**config.mk**
```make
export PLATFORM = sky130hd
export DESIGN_NAME = shift_add_multiplier_flat
export DESIGN_NICKNAME = d
export VERILOG_FILES = /design/src/rtl/shift_add_multiplier_if.sv /design/src/rtl/shift_add_multiplier.sv /design/src/flat_wrapper.sv
export SDC_FILE = /design/constraint.sdc
export NUM_CORES = 1
export LEC_CHECK = 0
export ABC_AREA = 1
export ABC_CLOCK_PERIOD_IN_PS = 3300
export BUFFER_PORTS_ARGS = -buffer_cell sky130_fd_sc_hd__clkbuf_2
export CORE_MARGIN = 8
export CORE_UTILIZATION = 40
export CTS_CLUSTER_DIAMETER = 200
export DETAILED_ROUTE_END_ITERATION = 10
export PLACE_DENSITY = 0.64
export SYNTH_ARGS = -nofsm -noshare
export SYNTH_HDL_FRONTEND = slang
export SYNTH_SLANG_ARGS = --single-unit
```
**constraint.sdc**
```tcl
create_clock -name clk -period 3.3 [get_ports clk]
set_clock_uncertainty 0.2 [all_clocks]
set_input_delay 0.66 -clock clk [delete_from_list [all_inputs] [get_ports clk]]
set_output_delay 0.66 -clock clk [all_outputs]
set_load 0.01 [all_outputs]
```
**src/rtl/shift_add_multiplier_if.sv**
```systemverilog
// Start/ready/done handshake and operand/product bus of the shift-and-add multiplier.
// The master drives the operands and start; the slave returns status and the product.
interface shift_add_multiplier_if #(
  parameter int unsigned N = 8
);
  logic           start;
  logic [N-1:0]   a;
  logic [N-1:0]   b;
  logic           ready;
  logic           busy;
  logic           done;
  logic [2*N-1:0] product;

  modport master (
    output start, a, b,
    input  ready, busy, done, product
  );

  modport slave (
    input  start, a, b,
    output ready, busy, done, product
  );
endinterface

```
**src/rtl/shift_add_multiplier.sv**
```systemverilog
// Iterative unsigned shift-and-add multiplier: one partial product per clock, N iterations,
// then a one-cycle done pulse alongside a held 2N-bit product.
module shift_add_multiplier #(
  parameter int unsigned N = 8
) (
  input logic                   clk,
  input logic                   clr,
  shift_add_multiplier_if.slave bus
);
  localparam int unsigned CW = $clog2(N) + 1;

  typedef enum logic [1:0] {
    IDLE = 2'd0,
    CALC = 2'd1,
    DONE = 2'd2
  } state_t;

  state_t         state_q;
  logic [2*N-1:0] mcand_q;
  logic [N-1:0]   mplier_q;
  logic [2*N-1:0] acc_q;
  logic [2*N-1:0] acc_d;
  logic [CW-1:0]  count_q;
  logic [2*N-1:0] product_q;
  logic           done_q;

  // The final iteration's sum feeds the product register directly, saving a cycle.
  always_comb begin
    acc_d = acc_q + (mplier_q[0] ? mcand_q : '0);
  end

  always_ff @(posedge clk) begin
    if (clr) begin
      state_q   <= IDLE;
      mcand_q   <= '0;
      mplier_q  <= '0;
      acc_q     <= '0;
      count_q   <= '0;
      product_q <= '0;
      done_q    <= 1'b0;
    end else begin
      case (state_q)
        IDLE: begin
          if (bus.start) begin
            mcand_q  <= {{N{1'b0}}, bus.a};
            mplier_q <= bus.b;
            acc_q    <= '0;
            count_q  <= '0;
            state_q  <= CALC;
          end
        end
        CALC: begin
          acc_q    <= acc_d;
          mcand_q  <= mcand_q << 1;
          mplier_q <= mplier_q >> 1;
          count_q  <= count_q + CW'(1);
          if (count_q == CW'(N - 1)) begin
            product_q <= acc_d;
            done_q    <= 1'b1;
            state_q   <= DONE;
          end
        end
        DONE: begin
          done_q  <= 1'b0;
          state_q <= IDLE;
        end
        default: begin
          done_q  <= 1'b0;
          state_q <= IDLE;
        end
      endcase
    end
  end

  assign bus.ready   = (state_q == IDLE);
  assign bus.busy    = (state_q == CALC);
  assign bus.done    = done_q;
  assign bus.product = product_q;
endmodule

```
**src/flat_wrapper.sv**
```systemverilog
// flat-port wrapper written by rule: the top's interface ports become plain ports
module shift_add_multiplier_flat 
#(
  parameter int unsigned N = 8
)
  (clk, clr, bus_start, bus_a, bus_b, bus_ready, bus_busy, bus_done, bus_product);
  shift_add_multiplier_if #(.N(N)) bus_i ();
  input logic clk;
  input logic clr;
  input wire logic [$bits(bus_i.start)-1:0] bus_start;
  input wire logic [$bits(bus_i.a)-1:0] bus_a;
  input wire logic [$bits(bus_i.b)-1:0] bus_b;
  output wire logic [$bits(bus_i.ready)-1:0] bus_ready;
  output wire logic [$bits(bus_i.busy)-1:0] bus_busy;
  output wire logic [$bits(bus_i.done)-1:0] bus_done;
  output wire logic [$bits(bus_i.product)-1:0] bus_product;
  assign bus_i.start = bus_start;
  assign bus_i.a = bus_a;
  assign bus_i.b = bus_b;
  assign bus_ready = bus_i.ready;
  assign bus_busy = bus_i.busy;
  assign bus_done = bus_i.done;
  assign bus_product = bus_i.product;
  shift_add_multiplier #(.N(N)) u_core (.clk(clk), .clr(clr), .bus(bus_i));
endmodule
```
==> impl_metrics.toml <==
[run_status]
status = "complete, no violations"

[cells_and_area]
area_growth_syn_to_layout_pct = 12.50
drive_gt1_share_pct = 12.18
antenna-diode-count = 0
postLayoutCoreUtil_pct = 46.62
fin_area_mm2 = 0.003850
fin_nets = 574
stdcell_count = 647
fill_cells = 898
multi_input_area_mm2 = 0.001757
seqCellArea_mm2 = 0.001261

[synth]
ys.warnings.count = 0
synthArstFlopShare_pct = 0
synth_common_cells = "nand2_1, inv_1, dfxtp_1, nor2_1"
synth_cells = 503
synth_most_common_cell = "nand2_1"
netlist_top_cells_area = "dfxtp_1, nand2_1, inv_1"
yosys.area.top_type = "dfxtp_1"
syn_area_mm2 = 0.003422
syn-mean-instance-area_um2 = 6.803
yosys_most_used_dff = "dfxtp_1"
synth_nets = 539
seq_area_frac_synth_pct = 36.86
synth-edff-count = 0
ys_types = 38
synth_top_area_share_pct = 36.86
synth-seq-cells = 63

[sta]
fin_hold_ws_ps = 260.2
hold_viol = 0
final_max_slew_viol_count = 0
setup_viol_count_final = 0
fin_crit_ps = 2408
finalSetupTns_ps = 0
fmax_ghz = 0.4153
fin_ws_ps = 891.8
rsz0062_at_grt = "false"
finalCritPeriodShare_pct = 72.98
slew_headroom_pct = 43.99
worst_pin_slew_ps = 837.1

[clocking]
clk_pin_slew_worst_paths_ps = 70
clock_latency_ps = 340
cts.sinks = 63
cts_tree = "done"
ctsResizeCount = 0
htreeDepth = 3
cts_buffers = 9
post_cts_buffers = 0
clock-root-buffer = "clkbuf_8"
max-clock-path-buffers = 2
postCtsHoldBufs = 0

[critical_path]
cp_common_cell = "nand2_1"
cp-start-kind = "register"
max_stage_delay_ps = 470
end_kind = "register"
required_ps = 3340
path_cells = "nand2_1, inv_1, ha_1, fa_1, nand3_1, nand3_1, nand2_1, nand2_1, nand2_1, nand2_1, nand2_1, nand3_1, nand2_1, inv_1"
arrival_ps = 2450
critPathMaxFanout = 17
criticalPathCategory = "register to register"
rr_worst_depth = 14
crit_path_top_delay_cell = "dfxtp_1"

[power_and_ir_drop]
p_seq_share_pct = 51.1
p_sw_uw = 396.6
p_leak_nw = 2.130
p_clk_share_pct = 40.9
p_int_mw = 1.162
power.total_mw = 1.559
comb_power_share_pct = 8.0
vdd_ir_drop_max_v = 0.0003037
p_sw_share_pct = 25.44
p_per_area_mw_per_mm2 = 405.0

[drt]
antenna_left = 0
drt_iter0_drc = 133
routed_wl_um = 8062
drc = 0
viasPerCell = 4.821
via_count = 3119
routedWlPerCell_um = 12.46
drt-pass1-iter-count = 5

[job]
maxCapViolations = 0

[die]
chipWidth_um = 108.5
die_area_mm2 = 0.01177
initial_core_util_pct = 41.44
die_y_um = 108.5
boundaryPins = 38
core.rowCount = 33
core_area_mm2 = 0.008258

[placement]
hpwl_um = 6037
place_area_mm2 = 0.003671
portBuffers = 37
dp.cells = 632
globalplace.congestion = 0.8597
pre_cts_ws_ps = 808.5

[grt]
grt_pass1_vias = 3108
grt_max_degree = 27
grt_overflow_total = 0
grt_pass1_wl_um = 14040
grt_usage_pct = 14.91
grt_antenna_before_repair = 0

[hold_path]
hp-class = "register to register"
worstHoldPathCells = 2
## per-layer routing
| layer | global-route usage (%) | wire (µm) | up-vias |
|---|---|---|---|
| met3 | 4.164 | 394 | 6 |
| met4 | 4.399 | 85 | 0 |
| met5 | 0 | 0 | - |
| met2 | 24.89 | 3776 | 65 |
| li1 | - | - | 1646 |
| met1 | 18.26 | 3806 | 1402 |
## path summary, 6_finish.rpt
check,from,end,slack (ps)
worst min register to register,u_core.acc_q[13],u_core.acc_q[13],260
worst max register to register,u_core.mplier_q[0],u_core.bus.product[12],890
worst max-delay path,u_core.mplier_q[0],u_core.bus.product[12],890
worst min-delay path,u_core.acc_q[13],u_core.acc_q[13],260
## logic make-up (layout without fill, tap and decap cells)
group           after synthesis  after routing  share of synthesized area [%]
simple gates                248            248                          30.38
xor+xnor                      8              8                          2.048
compound gates               67             67                          12.47
flops                        63             63                          36.86
buf+inv                     100            139                          11.81
fa+ha+maj                    17             17                          6.435
## critical path, delay by kind of cell, from the launching register on
family	cells	cell delay [ps]
adders and majority gates	2	670
buffers and inverters	2	80
DFF	1	470
and+or+nand+nor	10	880
## power by group through the flow
| stage | Clock, mW | Combinational [mW] | Sequential, mW |
|---|---|---|---|
| after floorplan | 0 | 0.0982 | 0.806 |
| after global placement | 0 | 0.123 | 0.814 |
| after detailed placement | 0 | 0.125 | 0.814 |
| after CTS | 0.653 | 0.126 | 0.797 |
| after global routing | 0.684 | 0.140 | 0.800 |
| final | 0.638 | 0.124 | 0.797 |
## area by class of cell
class	count	area share (%)
Multi-Input combinational cell	340	45.63
Sequential cell	63	32.76
Inverter	85	8.352
Timing Repair Buffer	39	5.200
Clock buffer	11	3.412
Tap cell	105	3.412
Clock inverter	4	1.235
## placed cells by master, fill, tap and decap left out, drive strengths merged
cell type  instances
o32ai              1
nand2            174
o22ai              1
clkbuf            48
and2               1
a32o               3
inv               85
bufinv             1
o211ai             1
a21oi             21
o21ai             22
nor3               3
nand4              2
clkinvlp           1
dfxtp             63
buf                2
a21o               2
fa                 1
a22o               5
xnor2              3
xor2               5
a221oi             2
a31oi              2
nand3             21
ha                16
nor2              47
a22oi              7
clkinv             2
## sequential cells by signal, indices dropped and copies added (netlist names)
register and flops:
u_core.bus.done 1, u_core.count_q 4, u_core.mplier_q 8, u_core.acc_q 16, u_core.mcand_q 16, u_core.state_q 2
u_core.bus.product 16
Note: power is estimated with default switching activity, not from simulation.
